<file path="config.mk">
export PLATFORM = sky130hd
export DESIGN_NAME = multi_cycle_controller
export DESIGN_NICKNAME = d
export VERILOG_FILES = /design/src/rtl/ctrl_pkg.sv /design/src/rtl/alu_op_decode.sv /design/src/rtl/multi_cycle_controller.sv
export SDC_FILE = /design/constraint.sdc
export NUM_CORES = 1
export LEC_CHECK = 0
export ABC_AREA = 1
export ABC_CLOCK_PERIOD_IN_PS = 2800
export CAP_MARGIN = 20
export CORE_MARGIN = 4
export CORE_UTILIZATION = 40
export DETAILED_ROUTE_END_ITERATION = 8
export PLACE_DENSITY = 0.65
export SLEW_MARGIN = 25
export SYNTH_ARGS = -nofsm -noshare
export SYNTH_HDL_FRONTEND = slang
export SYNTH_HIERARCHICAL = 1
export SYNTH_SLANG_ARGS = --single-unit
</file>
<file path="constraint.sdc">
create_clock -name clk -period 2.8 [get_ports clk]
set_input_delay 0.56 -clock clk [delete_from_list [all_inputs] [get_ports clk]]
set_output_delay 0.56 -clock clk [all_outputs]
set_load 0.01 [all_outputs]
</file>
<file path="src/rtl/ctrl_pkg.sv">
// Shared encodings for the multi-cycle controller: FSM states, opcode
// classes and the ALU function codes driven on ALU_Op.
package ctrl_pkg;

  typedef enum logic [3:0] {
    ST_FETCH  = 4'd0,
    ST_DECODE = 4'd1,
    ST_EXEC   = 4'd2,
    ST_WB     = 4'd3,
    ST_ADDR   = 4'd4,
    ST_MEM    = 4'd5,
    ST_BRANCH = 4'd6,
    ST_HALT   = 4'd7,
    ST_FAULT  = 4'd8
  } state_e;

  localparam logic [3:0] OP_HALT   = 4'b1111;
  localparam logic [3:0] OP_BRANCH = 4'b1001;
  localparam logic [3:0] OP_LOAD   = 4'b1000;
  localparam logic [3:0] OP_STORE  = 4'b1010;

  // ALU function codes; the _FOR_ names give the EXEC opcode selecting them
  localparam logic [2:0] ALU_OP_ADD      = 3'd1;
  localparam logic [2:0] ALU_OP_SUB      = 3'd6;
  localparam logic [2:0] ALU_OP_FOR_0010 = 3'd2;
  localparam logic [2:0] ALU_OP_FOR_0100 = 3'd6;
  localparam logic [2:0] ALU_OP_FOR_0101 = 3'd3;
  localparam logic [2:0] ALU_OP_FOR_0110 = 3'd5;
  localparam logic [2:0] ALU_OP_FOR_1011 = 3'd0;
  localparam logic [2:0] ALU_OP_FOR_1100 = 3'd4;
  localparam logic [2:0] ALU_OP_FOR_1101 = 3'd7;

endpackage

</file>
<file path="src/rtl/alu_op_decode.sv">
// Combinational Op_Code -> ALU function table used while in EXEC.
// Opcodes outside the table fall back to add.
module alu_op_decode
  import ctrl_pkg::*;
(
  input  logic [3:0] op_code_i,
  output logic [2:0] alu_op_o
);

  // opcode to ALU function lookup
  always_comb begin
    alu_op_o = ALU_OP_ADD;
    case (op_code_i)
      4'b0010: alu_op_o = ALU_OP_FOR_0010;
      4'b0100: alu_op_o = ALU_OP_FOR_0100;
      4'b0101: alu_op_o = ALU_OP_FOR_0101;
      4'b0110: alu_op_o = ALU_OP_FOR_0110;
      4'b1011: alu_op_o = ALU_OP_FOR_1011;
      4'b1100: alu_op_o = ALU_OP_FOR_1100;
      4'b1101: alu_op_o = ALU_OP_FOR_1101;
      default: alu_op_o = ALU_OP_ADD;
    endcase
  end

endmodule

</file>
<file path="src/rtl/multi_cycle_controller.sv">
// Multi-cycle CPU control FSM: fetch/decode/execute sequencing, memory
// handshake with a per-access timeout, retire counter and sticky HALT/FAULT.
module multi_cycle_controller
  import ctrl_pkg::*;
#(
  parameter int unsigned MEM_TIMEOUT = 15
) (
  input  logic        clk,
  input  logic        rst,
  input  logic [3:0]  Op_Code,
  input  logic        Zero,
  input  logic        Mem_Ready,
  output logic        Mem_Req,
  output logic        Mem_Read,
  output logic        Mem_Write,
  output logic        IorD,
  output logic        IR_Write,
  output logic        PC_Write,
  output logic        Reg_Write,
  output logic [2:0]  ALU_Op,
  output logic [3:0]  State,
  output logic        Halted,
  output logic        Fault,
  output logic [15:0] Instr_Count
);

  // A request faults on its MEM_TIMEOUT-th consecutive cycle without
  // Mem_Ready; Mem_Ready in that same cycle still completes it.
  localparam logic [7:0] WAIT_LAST = 8'(MEM_TIMEOUT - 1);

  state_e      state_q, state_d;
  logic [7:0]  wait_q, wait_d;
  logic [15:0] count_q, count_d;
  logic [2:0]  exec_alu_op;
  logic        retire;
  logic        timeout;
  logic        in_mem_wait;

  alu_op_decode u_alu_op_decode (
    .op_code_i (Op_Code),
    .alu_op_o  (exec_alu_op)
  );

  assign in_mem_wait = (state_q == ST_FETCH) || (state_q == ST_MEM);
  assign timeout     = !Mem_Ready && (wait_q == WAIT_LAST);

  // state, wait counter and retire counter registers
  always_ff @(posedge clk) begin
    if (rst) begin
      state_q <= ST_FETCH;
      wait_q  <= 8'd0;
      count_q <= 16'd0;
    end else begin
      state_q <= state_d;
      wait_q  <= wait_d;
      count_q <= count_d;
    end
  end

  // next-state logic and retire strobe
  always_comb begin
    state_d = state_q;
    retire  = 1'b0;
    case (state_q)
      ST_FETCH: begin
        if (Mem_Ready)    state_d = ST_DECODE;
        else if (timeout) state_d = ST_FAULT;
        else              state_d = ST_FETCH;
      end
      ST_DECODE: begin
        case (Op_Code)
          OP_HALT:           state_d = ST_HALT;
          OP_BRANCH:         state_d = ST_BRANCH;
          OP_LOAD, OP_STORE: state_d = ST_ADDR;
          default:           state_d = ST_EXEC;
        endcase
      end
      ST_EXEC: state_d = ST_WB;
      ST_WB: begin
        retire  = 1'b1;
        state_d = ST_FETCH;
      end
      ST_ADDR: state_d = ST_MEM;
      ST_MEM: begin
        if (Mem_Ready) begin
          if (Op_Code == OP_STORE) begin
            retire  = 1'b1;
            state_d = ST_FETCH;
          end else begin
            state_d = ST_WB;
          end
        end else if (timeout) begin
          state_d = ST_FAULT;
        end else begin
          state_d = ST_MEM;
        end
      end
      ST_BRANCH: begin
        retire  = 1'b1;
        state_d = ST_FETCH;
      end
      ST_HALT:  state_d = ST_HALT;
      ST_FAULT: state_d = ST_FAULT;
      default:  state_d = ST_FAULT;
    endcase
  end

  // wait counter restarts on every state change, counts idle request cycles
  always_comb begin
    if (state_d != state_q)           wait_d = 8'd0;
    else if (in_mem_wait && !Mem_Ready) wait_d = wait_q + 8'd1;
    else                              wait_d = wait_q;
  end

  // saturating retired-instruction counter
  always_comb begin
    if (retire && (count_q != 16'hFFFF)) count_d = count_q + 16'd1;
    else                                 count_d = count_q;
  end

  // Moore output decode; everything quiet while rst is high
  always_comb begin
    Mem_Req   = 1'b0;
    Mem_Read  = 1'b0;
    Mem_Write = 1'b0;
    IorD      = 1'b0;
    IR_Write  = 1'b0;
    PC_Write  = 1'b0;
    Reg_Write = 1'b0;
    ALU_Op    = ALU_OP_ADD;
    if (!rst) begin
      case (state_q)
        ST_FETCH: begin
          Mem_Req  = 1'b1;
          Mem_Read = 1'b1;
          IR_Write = Mem_Ready;
          PC_Write = Mem_Ready;
        end
        ST_EXEC:   ALU_Op = exec_alu_op;
        ST_WB:     Reg_Write = 1'b1;
        ST_ADDR:   ALU_Op = ALU_OP_ADD;
        ST_MEM: begin
          Mem_Req   = 1'b1;
          IorD      = 1'b1;
          Mem_Read  = (Op_Code != OP_STORE);
          Mem_Write = (Op_Code == OP_STORE);
        end
        ST_BRANCH: begin
          ALU_Op   = ALU_OP_SUB;
          PC_Write = Zero;
        end
        default: ALU_Op = ALU_OP_ADD;
      endcase
    end else begin
      ALU_Op = ALU_OP_ADD;
    end
  end

  assign State       = state_q;
  assign Halted      = (state_q == ST_HALT);
  assign Fault       = (state_q == ST_FAULT);
  assign Instr_Count = count_q;

endmodule

</file>
==> impl_metrics.yaml <==
global_route:
  grt_pass1_vias: 1901
  grt_pass1_wl_um: 8370
  grt-ovfl-total: 0
  grtUsageTotal: 0.168
  grt_max_degree: 19
  antenna_found_initial: 0
setup_path:
  r2r_cells: 8
  cp_data_required_time_ns: 2.24
  crit_start: "rst"
  critical_path_class: "primary input to output port"
  start_kind: "primary input"
  crit_chain: "clkdlybuf4s50_1, inv_1, nand4_1, clkdlybuf4s50_1"
  end_kind: "output port"
  slowest_stage: "clkdlybuf4s50_1"
  crit_path_end: "ALU_Op[0]"
  path_common_cell: "clkdlybuf4s50_1"
  r2r-end: "Instr_Count[1]$_SDFFE_PP0P_"
  arrival_ns: 2.04
  slowest_delay_ns: 0.63
  worstPathMaxFanout: 8
  timing.rr.start: "Instr_Count[0]$_SDFFE_PP0P_"
  r2r_slack_ns: 1.00
route:
  drc: 0
  wl_per_cell_um: 11.8
  firstDrtPassIters: 5
  ant_nets: 0
  vias_per_cell: 5.09
  num_vias: 2057
  drtIter0Drc: 70
  finalWirelength_um: 4770
timing:
  setup_viol_count_final: 0
  hold_violations: 0
  worstMarginPinSlew_ns: 0.358
  maxSlewHeadroom: 0.761
  slew_viol_final: 0
  fin_crit_sh: 0.927
  worst_slack_ns: 0.203
  holdWs_ns: 0.489
  clock.fmax_ghz: 0.385
  min_period_ns: 2.60
  fin_skew_ns: 0.00227
  rsz0062_at_grt: "no"
clock_network:
  cts_setup_buffers: 0
  clock_sinks: 28
  h-tree-depth: 1
  clk_pin_slew_worst_paths_ns: 0.10
  insertion_delay_ns: 0.28
  numCtsBuffers: 3
  root_buffer: "clkbuf_8"
  cts_buffer_depth: 2
  cts_tree: "built"
floorplan:
  io_pins: 40
  start_util: 0.423
  coreArea_um2: 4470
  die_x_um: 76.8
  die_h_um: 76.8
  rows: 24
  fp.dieArea_um2: 5890
synthesis:
  synth_top_cell_area_share: 0.296
  synthesis.nets: 317
  synth.distinct_cells: 24
  synthCells: 306
  ys_seq_area_frac: 0.296
  synth-seq-cells: 28
  synth_flop_cell: "dfxtp_1"
  avgSynthCellArea_um2: 6.18
  synth_edf_count: 0
  synthesis.area_um2: 1890
  netlist.top_cell.by_area: "dfxtp_1"
  yosys_warnings: 6
  yosys-top-cells-area: "dfxtp_1 (30%), nand2_1 (16%), nor2_1 (11%), xor2_1 (6.9%), nand3_1 (6.1%)"
  async_reset_ff_frac: 0
status:
  status: "finished clean"
layout:
  area_growth_pct: 29.3
  stdcell_count: 404
  layout-drive-gt1-share: 0.0881
  nNetsFinal: 364
  antenna_cells: 0
  utilization: 0.546
placed_design:
  dp_hpwl_um: 3700
  gp_congestion: 0.855
  pre_cts_slack_ns: -0.0120
  dpl.cell_count: 400
  io_buffers: 39
power_and_ir_drop:
  vdd_ir_drop_max_mv: 0.251
  powerDensity_nw_per_um2: 381
  p_total_mw: 0.932
  leakage_nw: 0.981
min_path:
  whs_path_depth: 2
  hold_class: "register to register"
job:
  drv_cap: 0
-- layout make-up --
type	count	area (um2)
clock buffer	4	55.1
multi-input combinational	240	1180
timing repair buffer	47	458
tap	52	65.1
sequential	28	561
inverter	33	124
fill	502	2030
-- where the power goes --
| part | switching [mW] | internal (mW) | total [mW] |
|---|---|---|---|
| clock | 0.129 | 0.126 | 0.255 |
| sequential | 0.0201 | 0.409 | 0.429 |
| combinational | 0.151 | 0.0962 | 0.248 |
-- critical path, delay by kind of cell --
kind / cells / cell delay [ns]
buffers and inverters: 3 / 1.35
AND/OR/NAND/NOR: 1 / 0.12
-- cells by family (layout without fill, tap and decap cells) --
family,Yosys count,in the layout,share of synthesized area
xor+xnor,18,18,0.0834
buf+inv,38,84,0.0781
simple gates,189,189,0.441
fa+ha+maj,3,3,0.0199
compound gates,30,30,0.0807
flops,28,28,0.296
-- layout by cell type, fill, tap and decap left out, types with 6 or more instances in the layout --
cell type and instances:
nand2_1 80, buf_4 8, nand3_1 23, dfxtp_1 28, nor2_1 53, a21oi_1 22, nand4_1 6, inv_1 28
o21ai_0 7, clkdlybuf4s50_1 33, xor2_1 15, nor3_1 12
-- flip-flops by register name (all words and copies together), names as in the netlist --
register and cells:
Instr_Count 16, wait_q 8, State 4
-- metal layers --
layer | global-route usage | part of all wire
met1 | 0.214 | 0.49
met2 | 0.290 | 0.47
met3 | 0.0340 | 0.035
met4 | 0.0380 | 0.0088
met5 | 0 | 0
-- per-stage QoR --
| step | setup TNS, ns | cell area, um2 |
|---|---|---|
| floorplan | 0 | 1890 |
| global placement | 0 | 2380 |
| detailed placement | -0.0120 | 2380 |
| CTS | 0 | 2430 |
| global route | 0 | 2440 |
| finish | 0 | 2440 |
-- how the worst min path moves through the flow --
stage / endpoint / slack, ns / from
2_1_floorplan: Instr_Count[15]$_SDFFE_PP0P_ / 0.50 / Instr_Count[15]$_SDFFE_PP0P_
3_3_place_gp: Instr_Count[15]$_SDFFE_PP0P_ / 0.47 / Instr_Count[15]$_SDFFE_PP0P_
3_5_place_dp: Instr_Count[15]$_SDFFE_PP0P_ / 0.48 / Instr_Count[15]$_SDFFE_PP0P_
4_1_cts: Instr_Count[15]$_SDFFE_PP0P_ / 0.49 / Instr_Count[15]$_SDFFE_PP0P_
5_1_grt: Instr_Count[15]$_SDFFE_PP0P_ / 0.51 / Instr_Count[15]$_SDFFE_PP0P_
6_report: Instr_Count[14]$_SDFFE_PP0P_ / 0.49 / Instr_Count[14]$_SDFFE_PP0P_
-- cell usage after synthesis, types with 2 or more instances --
cell type  count
nand3_1       23
nor2_4         2
nand2_1       80
clkbuf_1       3
dfxtp_1       28
nand2_2        4
xnor2_1        3
inv_1         28
nand4_1        6
nand2_4        2
o21ai_0        7
nor3_1        12
ha_1           3
a21oi_1       22
xor2_1        15
nor2_2         4
inv_2          5
nor2_1        53
-- repair_timing --
item,4_1_cts,5_1_grt
endpoints found under the setup margin,1,4
hold buffers,0,0
gates resized for setup,2,4
(Power assumes the default switching activity.)
